$ cat src/rtl/tdm_pkg.sv
// Shared definitions for the 4-channel TDM link (demux side and serializer side).
//   tdm_state_e : framing state, HUNT (looking for SOF) or LOCKED (slot-aligned)
//   NUM_CH      : channels per frame
//   slot_t      : slot index within a frame
//   ch_lsb()    : bit offset of channel k in a flat {ch3,ch2,ch1,ch0} bus
//   slot_onehot : one-hot channel strobe for a slot index
package tdm_pkg;

    localparam int NUM_CH = 4;

    typedef enum logic {
        HUNT   = 1'b0,
        LOCKED = 1'b1
    } tdm_state_e;

    typedef logic [1:0] slot_t;

    // Channel k lives at [k*w +: w]; channel 0 in the least significant lane.
    function automatic int ch_lsb(input slot_t k, input int w);
        return int'(k) * w;
    endfunction

    function automatic logic [NUM_CH-1:0] slot_onehot(input slot_t k);
        logic [NUM_CH-1:0] oh;
        oh    = '0;
        oh[k] = 1'b1;
        return oh;
    endfunction

endpackage

$ cat src/rtl/tdm_slot_ctr.sv
// 2-bit wrapping slot counter shared by both ends of the TDM link.
//   clk, rst_n : clock, async active-low reset (slot -> 0)
//   clr        : drop to slot 0 (loss of lock)
//   load1      : resync, the current beat was slot 0 so the next is slot 1
//   inc        : advance one slot, wrapping 3 -> 0
//   slot       : current slot index
// Priority is clr > load1 > inc.
module tdm_slot_ctr
    import tdm_pkg::*;
(
    input  logic  clk,
    input  logic  rst_n,
    input  logic  clr,
    input  logic  load1,
    input  logic  inc,
    output slot_t slot
);

    always_ff @(posedge clk or negedge rst_n) begin
        if (!rst_n)     slot <= '0;
        else if (clr)   slot <= '0;
        else if (load1) slot <= slot_t'(1);
        else if (inc)   slot <= slot + slot_t'(1);
    end

endmodule

$ cat src/rtl/tdm_demux4.sv
// 1-to-4 TDM demultiplexer: receive end of a 4-channel TDM serializer.
// Recovers slot alignment from the SOF marker, routes each beat to its
// channel register and publishes a full-frame snapshot when slot 3 lands.
//   clk, rst_n  : clock, async active-low reset
//   in_valid    : beat present (beats with in_valid=0 are ignored)
//   in_data     : sample for the current slot
//   in_sof      : marks the slot-0 beat, qualified by in_valid
//   ch_data     : last sample per channel, channel k at [k*DATA_W +: DATA_W]
//   ch_valid    : one-cycle strobe, bit k when channel k updated
//   frame_data  : last complete frame, same packing as ch_data
//   frame_valid : one-cycle strobe when frame_data updates
//   locked      : high while slot-aligned
//   sync_err    : one-cycle strobe on a framing error
//   err_cnt     : saturating framing-error count, cleared only by reset
module tdm_demux4
    import tdm_pkg::*;
#(
    parameter int DATA_W = 8,
    parameter int ERR_W  = 8
) (
    input  logic                     clk,
    input  logic                     rst_n,
    input  logic                     in_valid,
    input  logic [DATA_W-1:0]        in_data,
    input  logic                     in_sof,
    output logic [NUM_CH*DATA_W-1:0] ch_data,
    output logic [NUM_CH-1:0]        ch_valid,
    output logic [NUM_CH*DATA_W-1:0] frame_data,
    output logic                     frame_valid,
    output logic                     locked,
    output logic                     sync_err,
    output logic [ERR_W-1:0]         err_cnt
);

    tdm_state_e state_q, state_d;
    slot_t      slot;

    logic  cap_en;
    slot_t cap_slot;
    logic  frame_done;
    logic  err;
    logic  ctr_clr, ctr_load1, ctr_inc;

    // Slots 0..2 of the frame in progress; slot 3 comes straight from in_data.
    logic [NUM_CH-2:0][DATA_W-1:0] stage_q;

    tdm_slot_ctr u_slot_ctr (
        .clk   (clk),
        .rst_n (rst_n),
        .clr   (ctr_clr),
        .load1 (ctr_load1),
        .inc   (ctr_inc),
        .slot  (slot)
    );

    always_ff @(posedge clk or negedge rst_n) begin
        if (!rst_n) state_q <= HUNT;
        else        state_q <= state_d;
    end

    always_comb begin
        state_d    = state_q;
        cap_en     = 1'b0;
        cap_slot   = slot;
        frame_done = 1'b0;
        err        = 1'b0;
        ctr_clr    = 1'b0;
        ctr_load1  = 1'b0;
        ctr_inc    = 1'b0;
        if (in_valid) begin
            if (state_q == HUNT) begin
                // Non-SOF beats while hunting are dropped silently.
                if (in_sof) begin
                    cap_en    = 1'b1;
                    cap_slot  = '0;
                    ctr_load1 = 1'b1;
                    state_d   = LOCKED;
                end
            end else if (in_sof && slot != '0) begin
                // Early SOF: abandon the partial frame and resync on this beat.
                // Old staging is harmless, it is rewritten before slot 3 can publish.
                err       = 1'b1;
                cap_en    = 1'b1;
                cap_slot  = '0;
                ctr_load1 = 1'b1;
            end else if (!in_sof && slot == '0) begin
                // Missing SOF: alignment is lost, drop the beat and hunt again.
                err     = 1'b1;
                ctr_clr = 1'b1;
                state_d = HUNT;
            end else begin
                cap_en     = 1'b1;
                ctr_inc    = 1'b1;
                frame_done = (slot == slot_t'(NUM_CH-1));
            end
        end
    end

    always_ff @(posedge clk or negedge rst_n) begin
        if (!rst_n) begin
            ch_data     <= '0;
            ch_valid    <= '0;
            frame_data  <= '0;
            frame_valid <= 1'b0;
            sync_err    <= 1'b0;
            err_cnt     <= '0;
            stage_q     <= '0;
        end else begin
            ch_valid    <= cap_en ? slot_onehot(cap_slot) : '0;
            frame_valid <= frame_done;
            sync_err    <= err;
            if (cap_en) begin
                ch_data[ch_lsb(cap_slot, DATA_W) +: DATA_W] <= in_data;
                if (cap_slot != slot_t'(NUM_CH-1))
                    stage_q[cap_slot] <= in_data;
            end
            if (frame_done)
                frame_data <= {in_data, stage_q[2], stage_q[1], stage_q[0]};
            if (err && err_cnt != '1)
                err_cnt <= err_cnt + ERR_W'(1);
        end
    end

    assign locked = (state_q == LOCKED);

endmodule

$ cat config.mk
export PLATFORM = sky130hd
export DESIGN_NAME = tdm_demux4
export DESIGN_NICKNAME = d
export VERILOG_FILES = /design/src/rtl/tdm_pkg.sv /design/src/rtl/tdm_slot_ctr.sv /design/src/rtl/tdm_demux4.sv
export SDC_FILE = /design/constraint.sdc
export NUM_CORES = 1
export LEC_CHECK = 0
export CAP_MARGIN = 20
export CORE_MARGIN = 10
export CORE_UTILIZATION = 55
export DETAILED_ROUTE_END_ITERATION = 8
export PLACE_DENSITY_LB_ADDON = 0.1
export SYNTH_ARGS = -nofsm -noshare
export SYNTH_HDL_FRONTEND = slang
export SYNTH_SLANG_ARGS = --single-unit
$ cat constraint.sdc
create_clock -name clk -period 7.5 [get_ports clk]
set_input_delay 1.5 -clock clk [delete_from_list [all_inputs] [get_ports clk]]
set_output_delay 1.5 -clock clk [all_outputs]
set_load 0.02 [all_outputs]
Word level (Yosys, flattened, before mapping)
Index checks and enable logic that the tools add are counted.

Flip-flop bits (word level): 105. Output and inout port bits: 79.

Add/subtract/negate cells: 3. $lt $le $gt $ge: 2. Eq/ne operators: 3. Shift-type cells: 2. Multiplexer cells: 36. Reductions and logical operators: 9.

Operators by type and width (count): $neg 5->33 (1); $shift 8x33->32 const A (1); $shiftx 8x33->32 (1); $bwmux 32 (1); $bwmux 24 (1); $mux 1 (23); $demux 8 s2 (1); $mux 2 (7); $add 8x1->8 const B (1); $mux 8 (1); $ne 8x8->1 const B (1); $logic_and 1x1->1 (4); $mux 4 (1); $lt 2x3->1 const B (1); $reduce_bool 3->1 (1); $add 2x1->2 const B (1); $demux 1 s2 (1); $eq 2x2->1 const B (1); $ge 2x1->1 const B (1); $logic_not 2->1 (1); $ne 2x2->1 const B (1); $reduce_and 2->1 (1); $reduce_bool 2->1 (1); $logic_not 1->1 (1).

Longest topological paths before layout
Gate-level depths: netlist of the first run.

Depth in word-level cells: 10. Depth in mapped cells: 13. Mapped depth without buffers: 12.

By module
A second synthesis of the first run with hierarchy kept.

Cell total of the unflattened synthesis: 321. Area, all modules: 4361.7 um^2.

Modules (own cells, without submodules): tdm_demux4 (instances 1, cells an instance 313, area each 4264.1 um^2, sequential area each 2577.5 um^2); tdm_slot_ctr (instances 1, cells an instance 8, area each 97.6 um^2, sequential area each 50.0 um^2).

Least setup slack after synthesis of the first run
Ideal clock, no wire load.

Kind: input to register. Start: input in_sof. End: register ch_data[24]. Setup time: 0.067 ns. Arrival: 3.574 ns. Required time: 7.433 ns. Setup slack: 3.859 ns. Stages on the path: 8. Path buffers: 0. Cell sequence: ha_1 -> mux2i_1 -> nand2b_1 -> nand2_1 -> ha_1 -> or4b_1 -> nor4_4 -> a22o_1.

Longest elaborated chain between the ends: 7. Elaborated cells between the ends (all ways): 16. Classes of those cells: add/sub: 1; shift: 2; mux: 10; reduce/logical: 3.

Ends and longest elaborated chain: start, declared (RTL line tdm_demux4.sv:25) `input logic in_sof,`; $logic_and 1x1->1 (RTL line tdm_demux4.sv:79) `end else if (in_sof && slot != '0) begin`; $mux 2 (RTL line tdm_demux4.sv:79); $mux 2 (RTL line tdm_demux4.sv:71) `if (state_q == HUNT) begin`; $mux 2 (RTL line tdm_demux4.sv:70) `if (in_valid) begin`; $neg 5->33 (RTL line tdm_demux4.sv:113) `ch_data[ch_lsb(cap_slot, DATA_W) +: DATA_W] <= in_data;`; $shiftx 8x33->32 or $shift 8x33->32 (tied branches) (RTL line tdm_demux4.sv:113); $bwmux 32 (RTL line tdm_demux4.sv:113); end signal, assigned by index (RTL line tdm_demux4.sv:113); end, declared (RTL line tdm_demux4.sv:26) `output logic [NUM_CH*DATA_W-1:0] ch_data,`.

Several ways; a longest one is shown, not always the timed one. A chain may end at the register's enable or synchronous reset.

Worst setup path in the final report of the first run
Start: input in_sof. End: register ch_data[18].

The elaborated chain is that of the path after synthesis.

==> impl_metrics.prom, run 1 <==
# TYPE chip_impl_metric gauge
chip_impl_info{name="outcome",value="finished, final reports clean"} 1
chip_impl_metric{name="antenna_found_initial",unit=""} 0
chip_impl_metric{name="crit_path_dat",unit="ns"} 4.71
chip_impl_metric{name="grt_pass1_wl",unit="mm"} 16.6
chip_impl_metric{name="number_of_synthesized_flops_with_an_enable_pin",unit=""} 0
chip_impl_metric{name="synthesis.area_per_instance",unit="um2"} 11.6
chip_impl_metric{name="hold_path_depth",unit=""} 2
chip_impl_metric{name="postLayoutCellArea",unit="mm2"} 0.00549
chip_impl_metric{name="grt_max_degree",unit=""} 66
chip_impl_metric{name="ys_warn_count",unit=""} 0
chip_impl_metric{name="layout-area-overhead-vs-synth",unit="%"} 27.5
chip_impl_metric{name="design.final.nets",unit=""} 485
chip_impl_info{name="timing.critical_path.max_delay_family",value="simple AND/OR/NAND/NOR gates"} 1
chip_impl_info{name="path_class",value="input port to register"} 1
chip_impl_metric{name="floorplan.die.width",unit="um"} 109
chip_impl_metric{name="grt_util_all_layers",unit=""} 0.182
chip_impl_metric{name="drive_above_1_share",unit=""} 0.0938
chip_impl_metric{name="design.portCount",unit=""} 91
chip_impl_info{name="critical_path.reg2reg.startpoint",value="u_slot_ctr.slot[0]"} 1
chip_impl_metric{name="worst-endpoint-required",unit="ns"} 7.79
chip_impl_metric{name="port_buffers",unit=""} 90
chip_impl_metric{name="floorplan.rows",unit=""} 32
chip_impl_metric{name="ctsHtreeMaxLevel",unit=""} 3
chip_impl_metric{name="cp_slowest_stage_delay",unit="ns"} 0.55
chip_impl_metric{name="place_area",unit="mm2"} 0.00530
chip_impl_metric{name="die_area",unit="mm2"} 0.0118
chip_impl_metric{name="wire_per_inst",unit="um"} 18.0
chip_impl_metric{name="dp_hpwl",unit="mm"} 7.17
chip_impl_metric{name="worst_hold_slack",unit="ns"} 0.467
chip_impl_info{name="critical_path.slowest_cell",value="nor4_2"} 1
chip_impl_metric{name="route.detailed.drc",unit=""} 0
chip_impl_metric{name="detailroute.via_count",unit=""} 3017
chip_impl_metric{name="grt_remaining_overflow",unit=""} 0
chip_impl_metric{name="vias_per_cell",unit=""} 5.28
chip_impl_info{name="critical_path.startpoint_type",value="input port"} 1
chip_impl_metric{name="finalWorstSetupSlack",unit="ns"} 3.08
chip_impl_metric{name="power-per-cell-area",unit="mW/mm2"} 411
chip_impl_metric{name="firstDrtPassIters",unit=""} 4
chip_impl_metric{name="cts.path.max_buffers",unit=""} 2
chip_impl_metric{name="floorplan.initialDensity",unit=""} 0.560
chip_impl_metric{name="post_synth_num_cell_types",unit=""} 42
chip_impl_metric{name="later_pin_clock_latency_in_the_skew_report",unit="ns"} 0.36
chip_impl_metric{name="timing_max_transition_violations_final",unit=""} 0
chip_impl_metric{name="setup_slack_at_placement",unit="ns"} 2.77
chip_impl_metric{name="hold_violations",unit=""} 0
chip_impl_metric{name="max-cap-violations",unit=""} 0
chip_impl_metric{name="detailedRoute.firstIterationViolations",unit=""} 158
chip_impl_metric{name="post_syn_instances",unit=""} 372
chip_impl_info{name="cts_root_buffer",value="clkbuf_8"} 1
chip_impl_metric{name="coreArea",unit="mm2"} 0.00769
chip_impl_info{name="worst_hold_check_path_type",value="register to register"} 1
chip_impl_metric{name="period_minus_slack",unit="ns"} 4.42
chip_impl_info{name="hold_path.startpoint",value="stage_q[9]"} 1
chip_impl_info{name="worstPathCellList",value="clkdlybuf4s50_1 > ha_1 > mux2i_1 > nand2b_1 > nand2_1 > ha_1 > nor2b_1 > nand3_1 > nor4_2 > a22o_1"} 1
chip_impl_info{name="critical-path-top-cell-by-count",value="ha_1"} 1
chip_impl_info{name="hold_path_end",value="frame_data[9]"} 1
chip_impl_info{name="most-common-layout-cells",value="nand2_1 (119), dfrtp_1 (105), clkdlybuf4s50_1 (89)"} 1
chip_impl_metric{name="finalSetupViolations",unit=""} 0
chip_impl_metric{name="totalNegativeSetupSlack",unit="ns"} 0
chip_impl_metric{name="numClockSinks",unit=""} 105
chip_impl_metric{name="fmax",unit="GHz"} 0.226
chip_impl_metric{name="num_cts_buffers",unit=""} 9
chip_impl_metric{name="worst_margin_slew",unit="ns"} 1.03
chip_impl_metric{name="power",unit="W"} 0.00226
chip_impl_metric{name="finClkSkew",unit="ns"} 0.0132
chip_impl_info{name="rsz0062_at_grt",value="false"} 1
chip_impl_metric{name="slew-limit-headroom",unit=""} 0.314
chip_impl_metric{name="p_leak",unit="nW"} 2.58
chip_impl_metric{name="postSynthNetCount",unit=""} 393
chip_impl_info{name="layout_commonest_cell",value="nand2_1"} 1
chip_impl_metric{name="finalWirelength",unit="mm"} 10.3
chip_impl_metric{name="async_flop_share",unit=""} 1.00
chip_impl_metric{name="worst-path-buf-inv",unit=""} 1
chip_impl_metric{name="cts-hold-fix-buffers",unit=""} 0
chip_impl_info{name="setup.worst_path.end_class",value="register"} 1
chip_impl_metric{name="r2r_slack",unit="ns"} 3.99
chip_impl_metric{name="ys_seq_elements",unit=""} 105
chip_impl_info{name="reg2reg_to",value="ch_data[18]"} 1
chip_impl_info{name="clock_tree_from_tritoncts",value="done"} 1
chip_impl_metric{name="clk_transition_reported_paths",unit="ns"} 0.10
chip_impl_metric{name="min_period_over_period",unit=""} 0.589
chip_impl_metric{name="cts_repair_resize_count",unit=""} 0
chip_impl_metric{name="vdd_ir_drop_max",unit="mV"} 0.177
chip_impl_metric{name="crit_fanout",unit=""} 9
chip_impl_metric{name="post-cts-setup-buffers",unit=""} 0
chip_impl_metric{name="yosysSeqAreaShare",unit=""} 0.610
chip_impl_info{name="yosys_most_used_dff",value="dfrtp_1"} 1
chip_impl_metric{name="via_count_of_the_first_global_routing_pass",unit=""} 3151
chip_impl_metric{name="mapped_cell_area",unit="mm2"} 0.00431
chip_impl_metric{name="dieHeight",unit="um"} 109
chip_impl_metric{name="antenna-diode-count",unit=""} 0
chip_impl_metric{name="routabilityCongestion",unit=""} 0.904
chip_impl_metric{name="ff2ff_path_depth",unit=""} 12
chip_impl_metric{name="route.antenna.remaining_nets",unit=""} 0
## cell type report
type,instances,area [um2]
sequential,105,2630
multi-input combinational,238,1560
inverter,18,67.6
timing repair buffer,92,913
clock buffer,10,128
fill,590,2190
clock inverter,6,67.6
tap,102,128
## worst max path at each step
| stage | cells after the start | endpoint | startpoint |
|---|---|---|---|
| 2_1_floorplan | 8 | ch_data[24] | in_sof |
| 3_3_place_gp | 10 | ch_data[20] | in_sof |
| 3_5_place_dp | 10 | ch_data[19] | in_sof |
| 4_1_cts | 10 | ch_data[18] | in_sof |
| 5_1_grt | 10 | ch_data[22] | in_sof |
| 6_report | 10 | ch_data[18] | in_sof |
## cells in the mapped netlist, types with 4 or more instances
| cell type | number | area (um2) |
|---|---|---|
| mux2i_1 | 9 | 90.1 |
| ha_1 | 9 | 113 |
| buf_2 | 4 | 20.0 |
| a22o_1 | 16 | 140 |
| inv_1 | 16 | 60.1 |
| dfrtp_1 | 105 | 2630 |
| mux2_1 | 11 | 124 |
| clkbuf_1 | 5 | 18.8 |
| o2bb2ai_1 | 8 | 70.1 |
| nand2_1 | 119 | 447 |
| nand3_1 | 5 | 25.0 |
| mux2_2 | 16 | 180 |
## cells by family after synthesis
| kind of cell | count (synthesis) | synth area share |
|---|---|---|
| simple gates | 152 | 0.166 |
| flops | 105 | 0.610 |
| compound gates | 38 | 0.0729 |
| mux | 36 | 0.0915 |
| buf+inv | 29 | 0.0273 |
| fa+ha+maj | 9 | 0.0261 |
| xor+xnor | 3 | 0.00610 |
## per-stage QoR
stage                     cells  utilization
after floorplan             372            -
after global placement      555        0.689
after detailed placement    555        0.689
after CTS                   571        0.715
after global routing        571        0.715
final                       571        0.715
## flip-flops by register name (all words and copies together) (netlist names)
name	cells
frame_data	32
stage_q	24
frame_valid	1
sync_err	1
err_cnt	8
u_slot_ctr.slot	2
ch_data	32
ch_valid	4
locked	1
## worst register-to-register path, delay by kind of cell, from the launching register on
| family | cells | cell delay, ns |
|---|---|---|
| compound gates | 1 | 0.24 |
| buf+inv | 2 | 0.18 |
| flops | 1 | 0.44 |
| simple gates | 5 | 1.55 |
| mux | 1 | 0.27 |
| fa+ha+maj | 3 | 0.75 |
## report_power, final
part	total, W	leakage, nW	internal (W)	switching, W
clock	0.000348	0.0929	0.000156	0.000192
sequential	0.000930	1.35	0.000787	0.000142
combinational	0.000979	1.14	0.000463	0.000516
## metal layers
layer | track usage | up-vias | part of all wire
li1 | - | 1433 | -
met2 | 0.291 | 74 | 0.49
met1 | 0.234 | 1505 | 0.43
met5 | 0 | - | 0
met4 | 0.0424 | 0 | 0.0082
met3 | 0.0625 | 5 | 0.074
Power figures use the tool's default switching activity.
==> run 2: changes to the inputs <==
Settings changed: CORE_UTILIZATION 55 to 51.
Clock period 7.5 ns to 4.2 ns, I/O delays scaled along.
==> run 2 against run 1 <==
Against the previous run:
- flip-flop and latch count unchanged
- register-to-register slack worse by 3.0 ns
- non-clock buffer count grew 3
- largest cell class unchanged
- routed wire length shrank 2.6%
- core utilization decreased by 4.1 points
- critical path depth is 1 lower
- global-route usage fell by 2.3 points
- critical path type unchanged
- final cell count grew 1.1%
- via count hardly changed
- highest routed layer unchanged
- total power is 81% higher
- critical endpoint is now ch_data[24]
==> impl_metrics.prom, run 2 (same netlist as run 1, synthesis figures left out) <==
# TYPE chip_impl_metric gauge
chip_impl_metric{name="cts-hold-fix-buffers",unit=""} 0
chip_impl_metric{name="design.portCount",unit=""} 91
chip_impl_metric{name="grt_util_all_layers",unit=""} 0.160
chip_impl_metric{name="antenna-diode-count",unit=""} 0
chip_impl_metric{name="finalWirelength",unit="mm"} 10.0
chip_impl_metric{name="p_leak",unit="nW"} 2.61
chip_impl_metric{name="dieHeight",unit="um"} 112
chip_impl_info{name="setup.worst_path.end_class",value="register"} 1
chip_impl_info{name="path_class",value="input port to register"} 1
chip_impl_metric{name="floorplan.die.width",unit="um"} 112
chip_impl_metric{name="hold_violations",unit=""} 0
chip_impl_metric{name="design.final.nets",unit=""} 488
chip_impl_metric{name="fmax",unit="GHz"} 0.295
chip_impl_info{name="outcome",value="finished, final reports clean"} 1
chip_impl_metric{name="worst_margin_slew",unit="ns"} 1.01
chip_impl_metric{name="final-seq-area",unit="mm2"} 0.00263
chip_impl_metric{name="route.detailed.drc",unit=""} 0
chip_impl_metric{name="later_pin_clock_latency_in_the_skew_report",unit="ns"} 0.36
chip_impl_info{name="critical_path.reg2reg.startpoint",value="u_slot_ctr.slot[0]"} 1
chip_impl_metric{name="route.antenna.remaining_nets",unit=""} 0
chip_impl_info{name="critical-path-top-cell-by-count",value="ha_1"} 1
chip_impl_metric{name="grt_remaining_overflow",unit=""} 0
chip_impl_metric{name="finClkSkew",unit="ns"} 0.0121
chip_impl_metric{name="power-per-cell-area",unit="mW/mm2"} 736
chip_impl_metric{name="ff2ff_path_depth",unit=""} 11
chip_impl_metric{name="grt_max_degree",unit=""} 46
chip_impl_info{name="cts_root_buffer",value="clkbuf_8"} 1
chip_impl_info{name="critical_path.startpoint_type",value="input port"} 1
chip_impl_metric{name="numPlacedInstances",unit=""} 561
chip_impl_metric{name="wire_per_inst",unit="um"} 17.4
chip_impl_metric{name="fillers",unit=""} 675
chip_impl_metric{name="totalNegativeSetupSlack",unit="ns"} 0
chip_impl_metric{name="cts_repair_resize_count",unit=""} 0
chip_impl_metric{name="multiInputGateArea",unit="mm2"} 0.00156
chip_impl_metric{name="firstDrtPassIters",unit=""} 4
chip_impl_metric{name="drive_above_1_share",unit=""} 0.102
chip_impl_metric{name="dp_hpwl",unit="mm"} 6.92
chip_impl_metric{name="worst_hold_slack",unit="ns"} 0.450
chip_impl_metric{name="period_minus_slack",unit="ns"} 3.39
chip_impl_metric{name="die_area",unit="mm2"} 0.0125
chip_impl_info{name="rsz0062_at_grt",value="false"} 1
chip_impl_metric{name="floorplan.initialDensity",unit=""} 0.524
chip_impl_info{name="timing.critical_path.from",value="in_sof"} 1
chip_impl_metric{name="crit_path_dat",unit="ns"} 3.70
chip_impl_metric{name="antenna_found_initial",unit=""} 0
chip_impl_metric{name="vias_per_cell",unit=""} 5.23
chip_impl_info{name="critical_path.slowest_cell",value="or4b_1"} 1
chip_impl_metric{name="r2r_slack",unit="ns"} 1.03
chip_impl_metric{name="floorplan.rows",unit=""} 33
chip_impl_metric{name="max-cap-violations",unit=""} 0
chip_impl_metric{name="grt_pass1_wl",unit="mm"} 16.5
chip_impl_metric{name="met3_usage",unit=""} 0.0607
chip_impl_metric{name="cp_slowest_stage_delay",unit="ns"} 0.52
chip_impl_info{name="largestRegisters",value="ch_data (32), frame_data (32), stage_q (24)"} 1
chip_impl_metric{name="num_cts_buffers",unit=""} 9
chip_impl_metric{name="detailroute.via_count",unit=""} 3015
chip_impl_metric{name="layout-area-overhead-vs-synth",unit="%"} 28.6
chip_impl_metric{name="coreArea",unit="mm2"} 0.00822
chip_impl_metric{name="cts.path.max_buffers",unit=""} 2
chip_impl_info{name="worst_hold_check_path_type",value="input port to async pin"} 1
chip_impl_info{name="busiest_layer",value="met2"} 1
chip_impl_metric{name="global_route.usage.met2",unit=""} 0.240
chip_impl_metric{name="clk_transition_reported_paths",unit="ns"} 0.11
chip_impl_metric{name="post-cts-setup-buffers",unit=""} 0
chip_impl_metric{name="port_buffers",unit=""} 90
chip_impl_info{name="worstSetupEndpoint",value="ch_data[24]"} 1
chip_impl_metric{name="worst-endpoint-required",unit="ns"} 4.51
chip_impl_metric{name="ctsHtreeMaxLevel",unit=""} 3
chip_impl_info{name="most-common-layout-cells",value="nand2_1 (119), dfrtp_1 (105), clkdlybuf4s50_1 (89)"} 1
chip_impl_metric{name="slew-limit-headroom",unit=""} 0.325
chip_impl_metric{name="vdd_ir_drop_max",unit="mV"} 0.306
chip_impl_info{name="reg2reg_to",value="ch_data[24]"} 1
chip_impl_metric{name="setup_slack_at_placement",unit="ns"} 0.446
chip_impl_metric{name="crit_fanout",unit=""} 8
chip_impl_metric{name="detailedRoute.firstIterationViolations",unit=""} 144
chip_impl_metric{name="final_util",unit=""} 0.674
chip_impl_metric{name="grtUsageMet1",unit=""} 0.207
chip_impl_metric{name="min_period_over_period",unit=""} 0.808
chip_impl_metric{name="finalSetupViolations",unit=""} 0
chip_impl_metric{name="final-instance-count-excl-fill",unit=""} 577
chip_impl_info{name="layout_commonest_cell",value="nand2_1"} 1
chip_impl_metric{name="routabilityCongestion",unit=""} 0.765
chip_impl_metric{name="timing_max_transition_violations_final",unit=""} 0
chip_impl_metric{name="via_count_of_the_first_global_routing_pass",unit=""} 3095
chip_impl_info{name="clock_tree_from_tritoncts",value="done"} 1
chip_impl_metric{name="finalWorstSetupSlack",unit="ns"} 0.808
chip_impl_info{name="worstPathCellList",value="clkdlybuf4s50_1 > ha_1 > mux2i_1 > nand2b_1 > nand2_1 > ha_1 > or4b_1 > nor4_4 > a22o_1"} 1
chip_impl_metric{name="numClockSinks",unit=""} 105
[run 2: changes by cell type in the layout (fill, tap and decap cells not counted), sizes merged]
cell	change
buf	+3
inv	+1
clkinvlp	-1
[run 2: per-layer routing]
metal	vias up	wire [um]
met5	-	0
met3	10	911
met4	0	115
met1	1479	4530
met2	83	4470
li1	1443	-
[run 2: per-stage QoR]
stage	power, W	area, um2
3_3_place_gp	0.00341	5330
6_report	0.00408	5540
5_1_grt	0.00433	5540
2_1_floorplan	0.00265	4310
3_5_place_dp	0.00345	5330
4_1_cts	0.00412	5540
[run 2: where the power goes]
part / internal [W] / leakage [nW] / switching [W]
sequential: 0.00141 / 1.35 / 0.000255
combinational: 0.000838 / 1.15 / 0.000916
clock: 0.000301 / 0.105 / 0.000363
[run 2: how the worst min path moves through the flow]
stage,from,to,slack [ns]
floorplan,stage_q[10],frame_data[10],0.43
detailed placement,stage_q[17],frame_data[17],0.45
finish,rst_n,err_cnt[3],0.45
global placement,stage_q[0],frame_data[0],0.44
global route,rst_n,err_cnt[3],0.49
CTS,rst_n,err_cnt[3],0.46
[run 2: cell type report]
class                   instances  share of cell area
clock buffers                  10              0.0249
well taps                     105              0.0237
clock inverters                 6              0.0136
flip-flops and latches        105               0.474
repair buffers                 95               0.169
inverters                      18              0.0122
multi-input cells             238               0.282
[run 2: critical path: cells and delay by family]
kind                     cells  cell delay [ns]
buffers and inverters        1             0.48
AO/OA/AOI/OAI                1             0.20
AND/OR/NAND/NOR              4             1.27
adder cells (fa/ha/maj)      2             0.65
multiplexers                 1             0.25
==> run 3: changes to the inputs <==
Settings changed: CORE_UTILIZATION 51 to 46.
Clock period 4.2 ns to 3 ns, I/O delays scaled along.
==> run 3 against run 2 <==
Against the previous run:
- routed wire length rose by 3.4%
- highest routed layer unchanged
- critical path depth increased by 3
- first-iteration DRC count is 63% higher
- total power grew 43%
- critical path type is now register to register
==> impl_metrics.prom, run 3 (same netlist as run 1, synthesis figures left out) <==
# TYPE chip_impl_metric gauge
chip_impl_metric{name="grt_remaining_overflow",unit=""} 0
chip_impl_metric{name="clk_transition_reported_paths",unit="ns"} 0.10
chip_impl_metric{name="worst-endpoint-required",unit="ns"} 3.29
chip_impl_metric{name="min_period_over_period",unit=""} 0.943
chip_impl_metric{name="detailedRoute.firstIterationViolations",unit=""} 235
chip_impl_metric{name="worst_margin_slew",unit="ns"} 0.530
chip_impl_info{name="worst_hold_check_path_type",value="input port to async pin"} 1
chip_impl_info{name="clock_tree_from_tritoncts",value="done"} 1
chip_impl_metric{name="timing_max_transition_violations_final",unit=""} 0
chip_impl_metric{name="ctsHtreeMaxLevel",unit=""} 3
chip_impl_metric{name="multiInputGateArea",unit="mm2"} 0.00157
chip_impl_info{name="cts_root_buffer",value="clkbuf_8"} 1
chip_impl_metric{name="via_count_of_the_first_global_routing_pass",unit=""} 3081
chip_impl_metric{name="wire_per_inst",unit="um"} 17.2
chip_impl_info{name="largestRegisters",value="ch_data (32), frame_data (32), stage_q (24)"} 1
chip_impl_metric{name="power-per-cell-area",unit="mW/mm2"} 1020
chip_impl_metric{name="floorplan.initialDensity",unit=""} 0.468
chip_impl_metric{name="port_buffers",unit=""} 90
chip_impl_metric{name="die_area",unit="mm2"} 0.0136
chip_impl_metric{name="final-instance-count-excl-fill",unit=""} 602
chip_impl_metric{name="p_int",unit="W"} 0.00366
chip_impl_metric{name="fillers",unit=""} 773
chip_impl_metric{name="period_minus_slack",unit="ns"} 2.83
chip_impl_metric{name="detailroute.via_count",unit=""} 3073
chip_impl_info{name="outcome",value="finished, final reports clean"} 1
chip_impl_metric{name="finalWirelength",unit="mm"} 10.4
chip_impl_metric{name="numPlacedInstances",unit=""} 585
chip_impl_metric{name="design.final.nets",unit=""} 507
chip_impl_metric{name="place_area",unit="mm2"} 0.00548
chip_impl_info{name="critical_path.slowest_cell",value="or4b_1"} 1
chip_impl_metric{name="p_leak",unit="nW"} 2.72
chip_impl_info{name="most-common-layout-cells",value="nand2_1 (119), dfrtp_1 (105), clkdlybuf4s50_1 (89)"} 1
chip_impl_info{name="critical_path.startpoint_type",value="register"} 1
chip_impl_metric{name="slew-limit-headroom",unit=""} 0.645
chip_impl_metric{name="coreArea",unit="mm2"} 0.00920
chip_impl_metric{name="dp_hpwl",unit="mm"} 7.16
chip_impl_metric{name="floorplan.rows",unit=""} 35
chip_impl_metric{name="fmax",unit="GHz"} 0.353
chip_impl_info{name="timing.critical_path.max_delay_family",value="simple AND/OR/NAND/NOR gates"} 1
chip_impl_metric{name="dieHeight",unit="um"} 117
chip_impl_info{name="setup.worst_path.end_class",value="register"} 1
chip_impl_metric{name="grt_util_all_layers",unit=""} 0.155
chip_impl_metric{name="postLayoutCellArea",unit="mm2"} 0.00571
chip_impl_info{name="path_class",value="register to register"} 1
chip_impl_metric{name="cp_slowest_stage_delay",unit="ns"} 0.52
chip_impl_metric{name="crit_fanout",unit=""} 8
chip_impl_metric{name="max-cap-violations",unit=""} 0
chip_impl_metric{name="vias_per_cell",unit=""} 5.10
chip_impl_metric{name="layout-area-overhead-vs-synth",unit="%"} 32.5
chip_impl_metric{name="crit_path_dat",unit="ns"} 3.12
chip_impl_metric{name="sequentialPowerShare",unit=""} 0.397
chip_impl_metric{name="cts.path.max_buffers",unit=""} 2
chip_impl_metric{name="grt_max_degree",unit=""} 53
chip_impl_metric{name="num_cts_buffers",unit=""} 9
chip_impl_metric{name="switching_share",unit=""} 0.371
chip_impl_metric{name="later_pin_clock_latency_in_the_skew_report",unit="ns"} 0.36
chip_impl_metric{name="comb_power_share",unit=""} 0.445
chip_impl_metric{name="routabilityCongestion",unit=""} 0.845
chip_impl_metric{name="design.portCount",unit=""} 91
chip_impl_metric{name="vdd_ir_drop_max",unit="mV"} 0.401
chip_impl_metric{name="power",unit="W"} 0.00582
chip_impl_metric{name="worst_hold_slack",unit="ns"} 0.149
chip_impl_metric{name="route.antenna.remaining_nets",unit=""} 0
chip_impl_metric{name="finalWorstSetupSlack",unit="ns"} 0.171
chip_impl_info{name="worstPathCellList",value="inv_2 > ha_1 > inv_1 > ha_1 > mux2i_1 > nand2b_4 > nand2_1 > ha_1 > or4b_1 > nor4_4 > buf_4 > a22o_1"} 1
chip_impl_metric{name="clock_power_share",unit=""} 0.158
chip_impl_metric{name="finalSetupViolations",unit=""} 0
chip_impl_metric{name="setup_slack_at_placement",unit="ns"} -0.139
chip_impl_metric{name="antenna-diode-count",unit=""} 0
chip_impl_metric{name="antenna_found_initial",unit=""} 0
chip_impl_metric{name="final-seq-area",unit="mm2"} 0.00263
chip_impl_metric{name="finClkSkew",unit="ns"} 0.0127
chip_impl_metric{name="numClockSinks",unit=""} 105
chip_impl_metric{name="firstDrtPassIters",unit=""} 4
chip_impl_metric{name="route.detailed.drc",unit=""} 0
chip_impl_metric{name="grt_pass1_wl",unit="mm"} 16.6
chip_impl_info{name="critical-path-top-cell-by-count",value="ha_1"} 1
chip_impl_metric{name="drive_above_1_share",unit=""} 0.138
chip_impl_metric{name="floorplan.die.width",unit="um"} 117
chip_impl_metric{name="worst-path-buf-inv",unit=""} 3
chip_impl_metric{name="hold_violations",unit=""} 0
chip_impl_info{name="layout_commonest_cell",value="nand2_1"} 1
chip_impl_metric{name="switchingPower",unit="W"} 0.00216
==> run 3: cell type report <==
class                   instances  share of cell area
inverters                      18              0.0118
clock inverters                 6              0.0129
clock buffers                  10              0.0241
well taps                     111              0.0243
multi-input cells             238               0.275
flip-flops and latches        105               0.460
repair buffers                114               0.191
==> run 3: path summary, 6_finish.rpt <==
kind                                     from              to  slack [ns]  depth (start not counted)
setup / recovery           u_slot_ctr.slot[0]     ch_data[28]        0.17                         12
hold / removal                          rst_n      err_cnt[3]        0.15                          1
setup reg to reg           u_slot_ctr.slot[0]     ch_data[28]        0.17                         12
hold reg to reg                   stage_q[10]  frame_data[10]        0.47                          2
max in group asynchronous               rst_n     ch_valid[0]        2.16                          2
min in group clk                  stage_q[10]  frame_data[10]        0.47                          2
==> run 3: timing repair <==
action,CTS,global route
resized for setup,0,1
endpoints found under the setup margin,0,8
hold buffers,0,0
setup buffers,0,1
==> run 3: per-stage QoR <==
stage                      TNS [ns]   util
final                             0  0.621
after floorplan                   0      -
after global routing      -0.000584  0.621
after global placement       -0.157  0.596
after CTS                         0  0.619
after detailed placement      -1.23  0.596
==> run 3: power by group through the flow <==
stage               clock, W  combinational, W  sequential, W
global route        0.000997           0.00280        0.00239
CTS                 0.000939           0.00262        0.00231
floorplan                  0          0.000977        0.00274
global placement           0           0.00256        0.00233
finish              0.000922           0.00259        0.00231
detailed placement         0           0.00261        0.00233
==> run 3: routing by layer <==
layer / up-vias / track usage / part of all wire
li1: 1477 / - / -
met1: 1514 / 0.216 / 0.46
met2: 74 / 0.236 / 0.46
met3: 8 / 0.0433 / 0.072
met4: 0 / 0.0371 / 0.0072
met5: - / 0 / 0
